`src/rtl/alu_issue_ctrl_if.sv`:
```
// Instruction-fetch handshake and data-memory bus of the issue controller.
//   instr / instr_pc / instr_valid / instr_ready : byte stream from fetch
//   mem_req / mem_we / mem_addr / mem_wdata      : request towards memory
//   mem_rdata / mem_ack                          : memory response
// master = environment side (fetch + memory), slave = alu_issue_ctrl.
interface alu_issue_ctrl_if;
  logic [7:0] instr;
  logic [7:0] instr_pc;
  logic       instr_valid;
  logic       instr_ready;
  logic       mem_req;
  logic       mem_we;
  logic [7:0] mem_addr;
  logic [7:0] mem_wdata;
  logic [7:0] mem_rdata;
  logic       mem_ack;

  modport master (
    output instr, instr_pc, instr_valid, mem_rdata, mem_ack,
    input  instr_ready, mem_req, mem_we, mem_addr, mem_wdata
  );

  modport slave (
    input  instr, instr_pc, instr_valid, mem_rdata, mem_ack,
    output instr_ready, mem_req, mem_we, mem_addr, mem_wdata
  );
endinterface

```
`src/rtl/alu_issue_ctrl.sv`:
```
// Decode/issue controller for the 8-bit CPU, upstream of the ALU.
// Holds the 4x8 register file, sequences ALU ops (EXEC), loads/stores (MEM),
// LoadIMM second byte (IMM), I/O and branch redirects.
// Ports:
//   clk, rst_n          : clock, async active-low reset
//   bus (slave)         : instruction handshake + memory bus
//   alu_mode/s1/s2      : ALU control and operands (mode 0 outside EXEC)
//   alu_result, alu_zn  : combinational ALU response
//   flags_zn            : latched {Z,N}
//   in_port, out_port   : I/O; out_strobe pulses when out_port updates
//   mem_err             : sticky memory-timeout flag
//   redirect_valid/target : one-cycle branch redirect to fetch
module alu_issue_ctrl #(
  parameter int unsigned MEM_TIMEOUT = 15  // 0 disables the timeout; must fit 16 bits
) (
  input  logic                   clk,
  input  logic                   rst_n,
  alu_issue_ctrl_if.slave        bus,
  output logic [3:0]             alu_mode,
  output logic [7:0]             alu_s1,
  output logic [7:0]             alu_s2,
  input  logic [7:0]             alu_result,
  input  logic [1:0]             alu_zn,
  output logic [1:0]             flags_zn,
  input  logic [7:0]             in_port,
  output logic [7:0]             out_port,
  output logic                   out_strobe,
  output logic                   mem_err,
  output logic                   redirect_valid,
  output logic [7:0]             redirect_target
);

  typedef enum logic [1:0] {S_FETCH, S_EXEC, S_MEM, S_IMM} state_t;

  localparam bit          TMO_EN   = (MEM_TIMEOUT != 0);
  localparam logic [15:0] TMO_LAST = 16'(MEM_TIMEOUT - 1);

  state_t      state_q;
  logic [7:0]  rf_q [4];
  logic [7:0]  ir_q;
  logic [1:0]  flags_q;
  logic [7:0]  link_q;
  logic [7:0]  out_q;
  logic        out_strobe_q;
  logic        mem_err_q;
  logic        redirect_valid_q;
  logic [7:0]  redirect_target_q;
  logic [15:0] tmo_q;

  logic [3:0]  op_q;
  logic [1:0]  ra_q, rb_q;
  logic [3:0]  in_op;
  logic [1:0]  in_ra, in_rb;
  logic        br_taken;
  logic [7:0]  br_target;

  assign op_q  = ir_q[7:4];
  assign ra_q  = ir_q[3:2];
  assign rb_q  = ir_q[1:0];
  assign in_op = bus.instr[7:4];
  assign in_ra = bus.instr[3:2];
  assign in_rb = bus.instr[1:0];

  // Branch decision straight off the incoming byte, so the redirect is
  // registered at the acceptance edge.
  always_comb begin
    br_taken  = 1'b0;
    br_target = rf_q[in_rb];
    unique case (in_op)
      4'h9, 4'hB: br_taken = 1'b1;
      4'hA:       br_taken = in_ra[0] ? flags_q[0] : flags_q[1];
      4'hC: begin
        br_taken  = 1'b1;
        br_target = link_q;
      end
      default: ;
    endcase
  end

  always_ff @(posedge clk or negedge rst_n) begin
    if (!rst_n) begin
      state_q           <= S_FETCH;
      for (int unsigned i = 0; i < 4; i++) rf_q[i] <= '0;
      ir_q              <= '0;
      flags_q           <= '0;
      link_q            <= '0;
      out_q             <= '0;
      out_strobe_q      <= 1'b0;
      mem_err_q         <= 1'b0;
      redirect_valid_q  <= 1'b0;
      redirect_target_q <= '0;
      tmo_q             <= '0;
    end else begin
      out_strobe_q     <= 1'b0;
      redirect_valid_q <= 1'b0;
      unique case (state_q)
        S_FETCH: begin
          if (bus.instr_valid) begin
            ir_q <= bus.instr;
            unique case (in_op)
              4'h1, 4'h2, 4'h3, 4'h4, 4'h5, 4'h6, 4'h7, 4'h8: state_q <= S_EXEC;
              4'hD, 4'hE: begin
                state_q <= S_MEM;
                tmo_q   <= '0;
              end
              4'hF: state_q <= S_IMM;
              4'h9, 4'hA, 4'hB, 4'hC: begin
                redirect_valid_q  <= br_taken;
                redirect_target_q <= br_target;
                if (in_op == 4'hB) link_q <= bus.instr_pc + 8'd1;
              end
              default: ;
            endcase
          end
        end
        S_EXEC: begin
          unique case (op_q)
            4'h1, 4'h2, 4'h3, 4'h4, 4'h5: begin
              rf_q[ra_q] <= alu_result;
              flags_q    <= alu_zn;
            end
            4'h7, 4'h8: rf_q[ra_q] <= alu_result;
            4'h6: begin
              out_q        <= alu_result;
              out_strobe_q <= 1'b1;
            end
            default: ;
          endcase
          state_q <= S_FETCH;
        end
        S_MEM: begin
          // An ack in the last allowed cycle still completes the access.
          if (bus.mem_ack) begin
            if (op_q == 4'hD) rf_q[ra_q] <= bus.mem_rdata;
            state_q <= S_FETCH;
          end else if (TMO_EN) begin
            if (tmo_q == TMO_LAST) begin
              mem_err_q <= 1'b1;
              state_q   <= S_FETCH;
            end else begin
              tmo_q <= tmo_q + 16'd1;
            end
          end
        end
        S_IMM: begin
          if (bus.instr_valid) begin
            rf_q[ra_q] <= bus.instr;
            state_q    <= S_FETCH;
          end
        end
        default: state_q <= S_FETCH;
      endcase
    end
  end

  assign bus.instr_ready = rst_n && (state_q == S_FETCH || state_q == S_IMM);
  assign bus.mem_req     = (state_q == S_MEM);
  assign bus.mem_we      = (op_q == 4'hE);
  assign bus.mem_addr    = rf_q[rb_q];
  assign bus.mem_wdata   = rf_q[ra_q];

  assign alu_mode        = (state_q == S_EXEC) ? op_q : '0;
  assign alu_s1          = (op_q == 4'h7) ? in_port : rf_q[ra_q];
  assign alu_s2          = rf_q[rb_q];

  assign flags_zn        = flags_q;
  assign out_port        = out_q;
  assign out_strobe      = out_strobe_q;
  assign mem_err         = mem_err_q;
  assign redirect_valid  = redirect_valid_q;
  assign redirect_target = redirect_target_q;

endmodule

```
`src/flat_wrapper.sv`:
```
// flat-port wrapper written by rule: the top's interface ports become plain ports
module alu_issue_ctrl_flat 
#(
  parameter int unsigned MEM_TIMEOUT = 15                                             
)
  (clk, rst_n, alu_mode, alu_s1, alu_s2, alu_result, alu_zn, flags_zn, in_port, out_port, out_strobe, mem_err, redirect_valid, redirect_target, bus_instr, bus_instr_pc, bus_instr_valid, bus_mem_rdata, bus_mem_ack, bus_instr_ready, bus_mem_req, bus_mem_we, bus_mem_addr, bus_mem_wdata);
  alu_issue_ctrl_if bus_i ();
  input  logic clk;
  input  logic rst_n;
  output logic [3:0] alu_mode;
  output logic [7:0] alu_s1;
  output logic [7:0] alu_s2;
  input  logic [7:0] alu_result;
  input  logic [1:0] alu_zn;
  output logic [1:0] flags_zn;
  input  logic [7:0] in_port;
  output logic [7:0] out_port;
  output logic out_strobe;
  output logic mem_err;
  output logic redirect_valid;
  output logic [7:0] redirect_target;
  input wire logic [$bits(bus_i.instr)-1:0] bus_instr;
  input wire logic [$bits(bus_i.instr_pc)-1:0] bus_instr_pc;
  input wire logic [$bits(bus_i.instr_valid)-1:0] bus_instr_valid;
  input wire logic [$bits(bus_i.mem_rdata)-1:0] bus_mem_rdata;
  input wire logic [$bits(bus_i.mem_ack)-1:0] bus_mem_ack;
  output wire logic [$bits(bus_i.instr_ready)-1:0] bus_instr_ready;
  output wire logic [$bits(bus_i.mem_req)-1:0] bus_mem_req;
  output wire logic [$bits(bus_i.mem_we)-1:0] bus_mem_we;
  output wire logic [$bits(bus_i.mem_addr)-1:0] bus_mem_addr;
  output wire logic [$bits(bus_i.mem_wdata)-1:0] bus_mem_wdata;
  assign bus_i.instr = bus_instr;
  assign bus_i.instr_pc = bus_instr_pc;
  assign bus_i.instr_valid = bus_instr_valid;
  assign bus_i.mem_rdata = bus_mem_rdata;
  assign bus_i.mem_ack = bus_mem_ack;
  assign bus_instr_ready = bus_i.instr_ready;
  assign bus_mem_req = bus_i.mem_req;
  assign bus_mem_we = bus_i.mem_we;
  assign bus_mem_addr = bus_i.mem_addr;
  assign bus_mem_wdata = bus_i.mem_wdata;
  alu_issue_ctrl #(.MEM_TIMEOUT(MEM_TIMEOUT)) u_core (.clk(clk), .rst_n(rst_n), .bus(bus_i), .alu_mode(alu_mode), .alu_s1(alu_s1), .alu_s2(alu_s2), .alu_result(alu_result), .alu_zn(alu_zn), .flags_zn(flags_zn), .in_port(in_port), .out_port(out_port), .out_strobe(out_strobe), .mem_err(mem_err), .redirect_valid(redirect_valid), .redirect_target(redirect_target));
endmodule
```
`config.mk`:
```
export PLATFORM = sky130hd
export DESIGN_NAME = alu_issue_ctrl_flat
export DESIGN_NICKNAME = d
export VERILOG_FILES = /design/src/rtl/alu_issue_ctrl_if.sv /design/src/rtl/alu_issue_ctrl.sv /design/src/flat_wrapper.sv
export SDC_FILE = /design/constraint.sdc
export NUM_CORES = 1
export LEC_CHECK = 0
export CORE_MARGIN = 3
export CORE_UTILIZATION = 45
export DETAILED_ROUTE_END_ITERATION = 12
export GPL_TIMING_DRIVEN = 1
export PLACE_DENSITY = 0.83
export SYNTH_ARGS = -nofsm -noshare
export SYNTH_HDL_FRONTEND = slang
export SYNTH_SLANG_ARGS = --single-unit
export TNS_END_PERCENT = 5
```
`constraint.sdc`:
```
create_clock -name clk -period 5.5 [get_ports clk]
set_clock_uncertainty 0.1 [all_clocks]
set_input_delay 1.1 -clock clk [delete_from_list [all_inputs] [get_ports clk]]
set_output_delay 1.1 -clock clk [all_outputs]
set_load 0.01 [all_outputs]
```
==> key figures <==
Worst setup path
  • CP Capture Point: alu_s1[4]
  • Worst setup SP type: flop
  • RR Startpoint: u_core.state_q[0]
  • Worst r2r path cells: 7
  • R2R Path End: u_core.tmo_q[8]
  • Worst path required time: 4300 ps
  • Crit-path max FO: 13
  • Instance count on the critical path: 3
  • Critical path buffer and inverter count: 1
  • WP data arrival: about 2600 ps
  • Critical path's largest stage delay: just under 900 ps
  • Crit path launch: u_core.ir_q[2]
  • Slowest-stage cell, CP: dfrtp_1
  • Top cell family by delay on the critical path: multiplexers
  • Worst-path cell chain: mux4_2 > mux2_2 > clkdlybuf4s50_1
  • Crit path capture type: output pin
  • Critical path class: reg2out
  • Worst R2R Setup Slack: ~2100 ps

Pwr
  • Max VDD drop: 336.6 uV
  • Leak: roughly 2.5 nW
  • Power Dens Cells: between 500 and 600 nW/um^2

STA
  • TNS Setup: 0 ps
  • Setup violations, final: 0
  • Fmax achieved: ~0.26 GHz
  • Post-layout minimum cycle time: ~3800 ps
  • Fin. Hold Viols: 0
  • Worst slew margin: 26.47%
  • Worst setup margin: between 1500 and 2000 ps
  • Worst Max-Slew Pin Slew: ~1100 ps
  • Final Cycle Share: between 60 and 70%
  • Unrepaired setup endpoints after global routing: no
  • Max Slew Vio Count: 0
  • Minimum hold slack: about 380 ps

Placed design
  • Final Wtd Congestion: roughly 0.9
  • Port bufs: ~110
  • Pre-CTS WS: between 1500 and 2000 ps
  • Dpl cells: about 650
  • Detailed placement HPWL: 9584 um

Synthesis
  • Netlist cell types: 56
  • Synth top area share: approximately 43%
  • Synth area leader: dfrtp_1
  • Mapped Nets: 488
  • Number of synthesis warnings: 0
  • Share of async-settable or async-resettable flops after synthesis: between 90% and 100%
  • Synthesized area: about 5000 um^2
  • Largest cells by area after synthesis: dfrtp_1 (43%), mux2_2 (13%), mux4_2 (11%), nand2_1 (3.7%), mux2i_1 (2.4%)
  • Dominant synthesized flop cell: dfrtp_1
  • FF+latch count, synth: 87
  • Syn_area_per_cell: around 12 um^2
  • EDFF count, synth: 0
  • Mapped Cells: 435
  • Register area share after synthesis: a little over two fifths

Route
  • Post-DRT Antenna Nets: 0
  • # DRC: 0
  • Drt total wl: ~13,000 um
  • Via count: between 3,000 and 4,000
  • Avg WL per Cell: between 15 and 20 um
  • DR iter-0 viols: ~300
  • DR vias/cell: between 5 and 6
  • Pre-antenna DRT Iters: 4

Final layout
  • Commonest non-fill, non-tap cells in the layout: clkdlybuf4s50_1 (104), dfrtp_1 (87), mux2_2 (60)
  • Final core utilization: between 50% and 60%
  • Final cell count without fillers: about 670
  • Multi-input logic area: approximately 2700 um^2
  • Fillers: around 870
  • Most common cell after layout, fill and taps aside: clkdlybuf4s50_1
  • Register area: approximately 2200 um^2
  • Final net count: between 500 and 600
  • Antenna diodes: 0
  • Area Growth Syn to Fin: 25.21%
  • Layout cells sized above 1: 21.32%

GRT
  • Wire length of the first global-routing pass: about 21,000 um
  • Initial antenna violation count: 0
  • GRT overflow: 0
  • Total track usage: a little over a fifth
  • Pin count of the biggest net entering global routing: a little under 90
  • Vias in the first global route: 3,948

Floorplan
  • Initial Util: 47.42%
  • Boundary pin count: about 110
  • # rows: 37
  • Width of the die: between 100 and 150 um
  • Core area: between 10,000 and 15,000 um^2
  • Die height: ~110 um
  • Full die area: 12,480 um^2

Clock tree
  • Clk Latency, worst-skew pair: roughly 360 ps
  • Clock transition at path regs: about 90 ps
  • Inserted Clock Buffers: 9
  • H-tree depth: 3
  • Setup bufs post-CTS: 0
  • Clock root cell: clkbuf_8
  • Cts repair resizes: 0
  • Largest buffer count on any clock path: 2
  • CTS sink count: between 80 and 90
  • CTS tree: yes
  • Hold_buf cts: 0

Worst hold path
  • Hold Path Class: reg2reg
  • Hold Crit Depth: 2

Flow run
  • MaxCap Viol Count: 0

Status
  • Status: completed
[cell usage after synthesis, types with 3 or more instances]
cell type  number
a21oi_1        12
a22o_1          5
a22oi_1         8
and2_1          7
buf_2           4
buf_4           8
clkbuf_1       15
dfrtp_1        87
ha_1            7
inv_1           9
mux2_2         60
mux2i_1        12
mux4_2         24
nand2_1        50
nand2b_1        4
nand3_1         9
nand4_1         7
nor2_1         17
nor2b_1         5
nor3_1          9
nor3b_1         3
nor4_1          3
o21ai_0        18
o31ai_1         3
or3_1           3
xnor2_1         4
xor2_1          4
[report_power, final]
| part | leakage [nW] | internal (mW) | switching, mW |
|---|---|---|---|
| logic | 1.35 | 1.15 | 0.741 |
| registers | 1.08 | 0.898 | 0.308 |
| clock network | 0.0821 | 0.165 | 0.242 |
[worst min-delay path: stages, from the launching register on]
cell and delay, ps:
dfrtp_1 350, inv_1 50, o31ai_1 50
[per-layer routing]
metal | global-route usage (%) | vias up | share of wire, %
li1 | - | 1792 | -
met1 | 29.42 | 1968 | 44
met2 | 34.09 | 139 | 48
met3 | 3.696 | 16 | 6.1
met4 | 6.813 | 0 | 1.8
met5 | 0 | - | 0
[kinds of logic after synthesis]
| kind of cell | Yosys count | synth area share (%) |
|---|---|---|
| and+or+nand+nor | 135 | 14.26 |
| DFF | 87 | 43.31 |
| adders and majority gates | 7 | 1.742 |
| muxes | 97 | 26.80 |
| AOI/OAI and AO/OA | 64 | 9.035 |
| xor gates and xnor gates | 8 | 1.394 |
| buffers and inverters | 37 | 3.459 |
[stage by stage]
stage / power, mW / instance area [um^2]
after floorplan: 2.255 / 5027
after global placement: 3.024 / 6125
after detailed placement: 3.115 / 6125
after CTS: 3.526 / 6295
after global routing: 3.705 / 6295
final: 3.507 / 6295
[final cells by class]
class / instances / share of cell area (%)
Clock buffer: 9 / 1.968
Clock inverter: 6 / 0.7354
Inverter: 10 / 0.5963
Multi-Input combinational cell: 311 / 42.52
Sequential cell: 87 / 34.59
Tap cell: 136 / 2.703
Timing Repair Buffer: 107 / 16.90
[worst min-delay path by stage]
stage	from	endpoint	slack [ps]
after detailed placement	u_core.mem_err	u_core.mem_err	350
after global routing	u_core.mem_err	u_core.mem_err	400
after global placement	u_core.mem_err	u_core.mem_err	350
after CTS	u_core.mem_err	u_core.mem_err	370
final	u_core.mem_err	u_core.mem_err	380
after floorplan	u_core.link_q[1]	u_core.link_q[1]	380
Power figures use the tool's default switching activity.
==> variant 1: new RTL, same settings <==
Put one more register stage on the output `redirect_target`, with the module's reset. The value now appears one clock later. The other outputs are not delayed to match.
--- a/src/rtl/alu_issue_ctrl.sv
+++ b/src/rtl/alu_issue_ctrl.sv
@@ -168,7 +168,13 @@
   assign out_strobe      = out_strobe_q;
   assign mem_err         = mem_err_q;
   assign redirect_valid  = redirect_valid_q;
-  assign redirect_target = redirect_target_q;
+  always_ff @(posedge clk or negedge rst_n) begin
+    if (!rst_n) begin
+      redirect_target <= '0;
+    end else begin
+      redirect_target <= redirect_target_q;
+    end
+  end
 
 endmodule
 
Check against the original RTL: not equivalent (Yosys sat finds a counterexample within 4 cycles, from zero or initial values and one cycle with rst_n low).
==> variant 1 against the original RTL <==
  * Count of clock-buffer cells in the layout stayed put
  * Worst hold slack worse by 97 ps
  * Area after synthesis increased by 4.2%
  * Maximum frequency up 0.24%
  * Setup slack better by 9.2 ps
  * Critical path depth did not move
  * Routed wire length up 3.7%
  * Total power up 12%
  * Sequential cell count grew 8
  * Register-to-register slack gained 520 ps
  * Cell area up 5.3%
  * Largest cell class unchanged
  * Largest power group unchanged
==> variant 1: results (changes against the original RTL) <==
[yosys]
async_flop_share = 1.00  ; unchanged
syn-num-nets = 497  ; +1.8%
synthTopCellsByCount = dfrtp_1, mux2_2, nand2_1
ys_warn_count = 0  ; unchanged
synth-main-ff-cell = dfrtp_1
synthTopCellsByArea = dfrtp_1, mux2_2, mux4_2
yosysUniqueCellTypes = 53  ; -5.4%
seq_area_frac_synth = 0.454  ; +0.0207
syn-mean-instance-area_um2 = 11.8  ; +2.1%

[finish]
nFillCells = 887  ; +2.5%
layout-drive-gt1-share = 0.205  ; -0.00798
instances_no_fill = 676  ; +1.5%
antenna_cells = 0  ; unchanged
nets = 584  ; +0.86%

[sta]
worst_slew_pin_slew_ps = 904  ; -199 ps
hold_ws_ps = 280  ; -97.2 ps

[worst_hold_path]
holdPathStages = 0  ; -2
hp-start = u_core.redirect_target_q[4]
min_to = u_core.redirect_target[4]
holdCritPathClass = register to register

[placement]
place_congestion = 0.902  ; -0.16%
io_buffer_count = 105  ; unchanged
dpl.hpwl_mm = 9.61  ; +0.29%
dp.cells = 660  ; +1.4%

[drt]
totalWireLength_mm = 13.5  ; +3.7%
drc_errors = 0  ; unchanged
first_pass_iters = 5  ; +1
drtIter0Drc = 408  ; +38%
vias_per_cell = 6.00  ; +2.1%

[worst_setup_path]
crit_fanout = 13  ; unchanged
r2r_setup_slack_ps = 2660  ; +520 ps
worstPathArrival_ps = 2620  ; about the same
reg2reg_depth = 8  ; +1
r2r-end = u_core.tmo_q[1]
endpoint = alu_s1[4]
cpPeakStageDelay_ps = 870
crit_path_top_delay_cell = dfrtp_1
rr_startpoint = u_core.state_q[0]
critPathLaunch = u_core.ir_q[2]

[global_routing]
grt_usage = 0.213  ; +0.00108
grt_max_degree = 63  ; -28%
use_met3 = 0.0403  ; +0.00336
met1_usage = 0.293  ; -0.00164
grt_pass1_vias = 4069  ; +3.1%
antenna_found_initial = 0  ; unchanged
grtUsageMet2 = 0.346  ; +0.00458
grt_pass1_wl_mm = 21.8  ; +3.2%

[run_status]
status = finished, final reports clean

[clock_network]
postCtsSetupBuffers = 0  ; unchanged
cts_root_buffer = clkbuf_16
cts_buffers = 9  ; unchanged
clockBufferDepth = 2  ; unchanged
insertion_delay_ps = 350
path_clk_slew_ps = 70  ; -20 ps
ctsResizeCount = 0  ; unchanged

[power_and_ir_drop]
irDropWorstVdd_mv = 0.342  ; +1.7%
p_leak_nw = 2.76  ; +9.4%

## variant 1: cell count changes in the layout (fill, tap and decap cells not counted), moves of 3 or more
cell | unedited run | this run
dfrtp_1 | 87 | 95
nor2_1 | 17 | 25
clkbuf_16 | 0 | 9
clkbuf_8 | 9 | 0
a21oi_1 | 12 | 18
or3_1 | 3 | 6
a21o_1 | 1 | 5
nand2_1 | 50 | 40
o21ai_0 | 18 | 10
inv_8 | 0 | 4
mux2i_1 | 12 | 17
## variant 1: metrics by stage
stage	worst slack [ps]	area [um^2]	util
2_1_floorplan	2700	5240	-
3_3_place_gp	2040	6330	0.569
3_5_place_dp	1930	6330	0.569
4_1_cts	1630	6630	0.596
5_1_grt	1550	6630	0.596
6_report	1680	6630	0.596
## variant 1: final cells by class
type,instances,area (um^2),share of cell area
multi-input combinational,309,2670,0.403
sequential,95,2380,0.358
timing repair buffer,108,1070,0.162
clock buffer,9,225,0.0340
tap,140,175,0.0264
clock inverter,7,78.8,0.0119
inverter,8,30.0,0.00453
## variant 1: cell families after synthesis
group	share of synthesized area
and+or+nand+nor	0.134
muxes	0.262
DFF	0.454
AOI/OAI and AO/OA	0.0834
buffers and inverters	0.0358
xor gates and xnor gates	0.0134
adders and majority gates	0.0167
## variant 1: where the power goes
group          internal, W  total [W]  switching, W
registers         0.000997    0.00134      0.000342
clock network     0.000326   0.000637      0.000310
logic              0.00117    0.00195      0.000771
## variant 1: worst max-delay path: cells and delay by family (launching register included)
| kind | cells | cell delay [ps] |
|---|---|---|
| DFF | 1 | 870 |
| muxes | 2 | 920 |
| buffers and inverters | 1 | 480 |
## variant 1: routing by layer
layer  share of wire  wire length [um]
met5               0                 0
met4           0.019               253
met3           0.066               894
met2            0.49              6570
met1            0.43              5800
==> variant 2: new RTL, config.mk and constraints unchanged <==
Without the edit above. `MEM_TIMEOUT` is set to 15 in 2 places; all go to 8.
--- a/src/rtl/alu_issue_ctrl.sv
+++ b/src/rtl/alu_issue_ctrl.sv
@@ -11,7 +11,7 @@
 //   mem_err             : sticky memory-timeout flag
 //   redirect_valid/target : one-cycle branch redirect to fetch
 module alu_issue_ctrl #(
-  parameter int unsigned MEM_TIMEOUT = 15  // 0 disables the timeout; must fit 16 bits
+  parameter int unsigned MEM_TIMEOUT = 8  // 0 disables the timeout; must fit 16 bits
 ) (
   input  logic                   clk,
   input  logic                   rst_n,
--- a/src/flat_wrapper.sv
+++ b/src/flat_wrapper.sv
@@ -1,7 +1,7 @@
 // flat-port wrapper written by rule: the top's interface ports become plain ports
 module alu_issue_ctrl_flat 
 #(
-  parameter int unsigned MEM_TIMEOUT = 15                                             
+  parameter int unsigned MEM_TIMEOUT = 8                                             
 )
   (clk, rst_n, alu_mode, alu_s1, alu_s2, alu_result, alu_zn, flags_zn, in_port, out_port, out_strobe, mem_err, redirect_valid, redirect_target, bus_instr, bus_instr_pc, bus_instr_valid, bus_mem_rdata, bus_mem_ack, bus_instr_ready, bus_mem_req, bus_mem_we, bus_mem_addr, bus_mem_wdata);
   alu_issue_ctrl_if bus_i ();
Check against the original RTL: no difference found for any inputs over 4 cycles, from zero or initial values and one cycle with rst_n low; that may be too few to reach the edited logic, so the function may still have changed.
==> variant 2 against the original RTL <==
  * Clock power rose by 17%
  * Area after synthesis shrank 1.3%
  * Cell area decreased by 0.42%
  * Total power is 0.88% higher
  * Setup slack better by 13 ps
  * Routed wire length fell by 4.8%
  * Worst hold slack better by 8.7 ps
  * Sequential cell count is the same
  * Critical endpoint is now alu_s1[2]
==> variant 2: results (changes against the original RTL) <==
[run_status]
status = finished, final reports clean

[sta]
worst_slew_pin_slew_ps = 1080  ; -22.6 ps

[clock_network]
h-tree-depth = 3  ; unchanged
cts_root_buffer = clkbuf_8
insertion_delay_ps = 360  ; about the same
postCtsSetupBuffers = 0  ; unchanged
clockBufferDepth = 2  ; unchanged
ctsResizeCount = 0  ; unchanged
cts_buffers = 9  ; unchanged
path_clk_slew_ps = 90  ; about the same

[yosys]
synthTopCellsByCount = dfrtp_1, mux2_2, nand2_1
yosysUniqueCellTypes = 55  ; -1.8%
synth-main-ff-cell = dfrtp_1
seq_area_frac_synth = 0.439  ; +0.00590
ys_warn_count = 0  ; unchanged
syn-num-nets = 479  ; -1.8%
synthTopCellsByArea = dfrtp_1, mux2_2, mux4_2
async_flop_share = 1.00  ; unchanged

[global_routing]
grt_pass1_wl_mm = 20.7  ; -2.0%
antenna_found_initial = 0  ; unchanged
grt_usage = 0.207  ; -0.00523
grt_max_degree = 88  ; unchanged
grt_pass1_vias = 3993  ; +1.1%

[drt]
met2_length_mm = 6.37  ; +2.2%
vias_per_cell = 5.94  ; +1.0%
drtIter0Drc = 286  ; -3.4%
wl_met3_um = 840  ; +5.4%
first_pass_iters = 5  ; +1
totalWireLength_mm = 12.4  ; -4.8%
highest_layer = met4
drt-met1-wl_mm = 4.96  ; -14%

[placement]
dpl.hpwl_mm = 9.10  ; -5.0%
postPlaceCellArea_um2 = 6060  ; -1.1%
io_buffer_count = 105  ; unchanged
place_congestion = 0.875  ; -3.2%

[worst_setup_path]
crit_path_top_delay_cell = dfrtp_1
crit_fanout = 13  ; unchanged
cpLargestDelayFamily = multiplexers
cpPeakStageDelay_ps = 870

[worst_hold_path]
holdCritPathClass = register to register

[finish]
layout-drive-gt1-share = 0.208  ; -0.00479
nets = 570  ; -1.6%
antenna_cells = 0  ; unchanged

[floorplanning]
std_cell_rows = 37  ; unchanged

[power_and_ir_drop]
irDropWorstVdd_mv = 0.343  ; +1.9%
p_leak_nw = 2.56  ; +1.6%

-- variant 2: worst reg2reg max path, cell delays in order (launching register included) --
cell and delay [ps]:
dfrtp_1 440, inv_1 110, ha_1 770, nor3_1 190, a2111oi_4 410, o31ai_4 200, nor3b_4 510, mux2_2 410
-- variant 2: cells by family (layout without fill, tap and decap cells) --
kind of cell | count (synthesis) | after routing | share of synthesized area
AO/OA/AOI/OAI | 62 | 62 | 0.0901
XOR/XNOR | 8 | 8 | 0.0141
adder cells (fa/ha/maj) | 6 | 6 | 0.0151
buffers and inverters | 34 | 130 | 0.0330
flip-flops | 87 | 87 | 0.439
multiplexers | 93 | 93 | 0.263
AND/OR/NAND/NOR | 137 | 137 | 0.146
-- variant 2: cell type report --
cell class / instances / area, um^2
repair buffers: 107 / 1060
flip-flops and latches: 87 / 2180
clock inverters: 6 / 75.1
multi-input cells: 306 / 2620
fillers: 826 / 4240
well taps: 136 / 170
clock buffers: 10 / 138
inverters: 7 / 26.3
-- variant 2: routing by layer --
metal | GRT usage | vias up
met1 | 0.263 | 1956
met2 | 0.355 | 166
met4 | 0.0575 | 0
li1 | - | 1773
met3 | 0.0491 | 19
met5 | 0 | -
-- variant 2: metrics by stage --
stage / setup WS (ps) / hold WS (ps) / instances / total power, W
floorplan: 2700 / 380 / 427 / 0.00225
CTS: 1670 / 396 / 659 / 0.00356
global route: 1570 / 434 / 659 / 0.00376
detailed placement: 1760 / 372 / 643 / 0.00308
global placement: 1910 / 363 / 643 / 0.00300
finish: 1690 / 386 / 659 / 0.00354
-- variant 2: power by group --
part	switching (W)	leakage, nW	internal (W)
clock network	0.000246	0.106	0.000230
registers	0.000299	1.09	0.000901
logic	0.000713	1.37	0.00115
total	0.00126	2.56	0.00228
-- variant 2: path summary, 6_finish.rpt --
path	from	to	slack, ps	depth (start not counted)
max	u_core.ir_q[2]	alu_s1[2]	1690	3
min	u_core.redirect_target[1]	u_core.redirect_target[1]	390	2
max reg2reg	u_core.state_q[0]	register	2250	7
min reg2reg	u_core.redirect_target[1]	u_core.redirect_target[1]	390	2
max in group asynchronous	rst_n	asynchronous set/reset pin	3680	2
min in group asynchronous	rst_n	u_core.tmo_q[8]	910	2
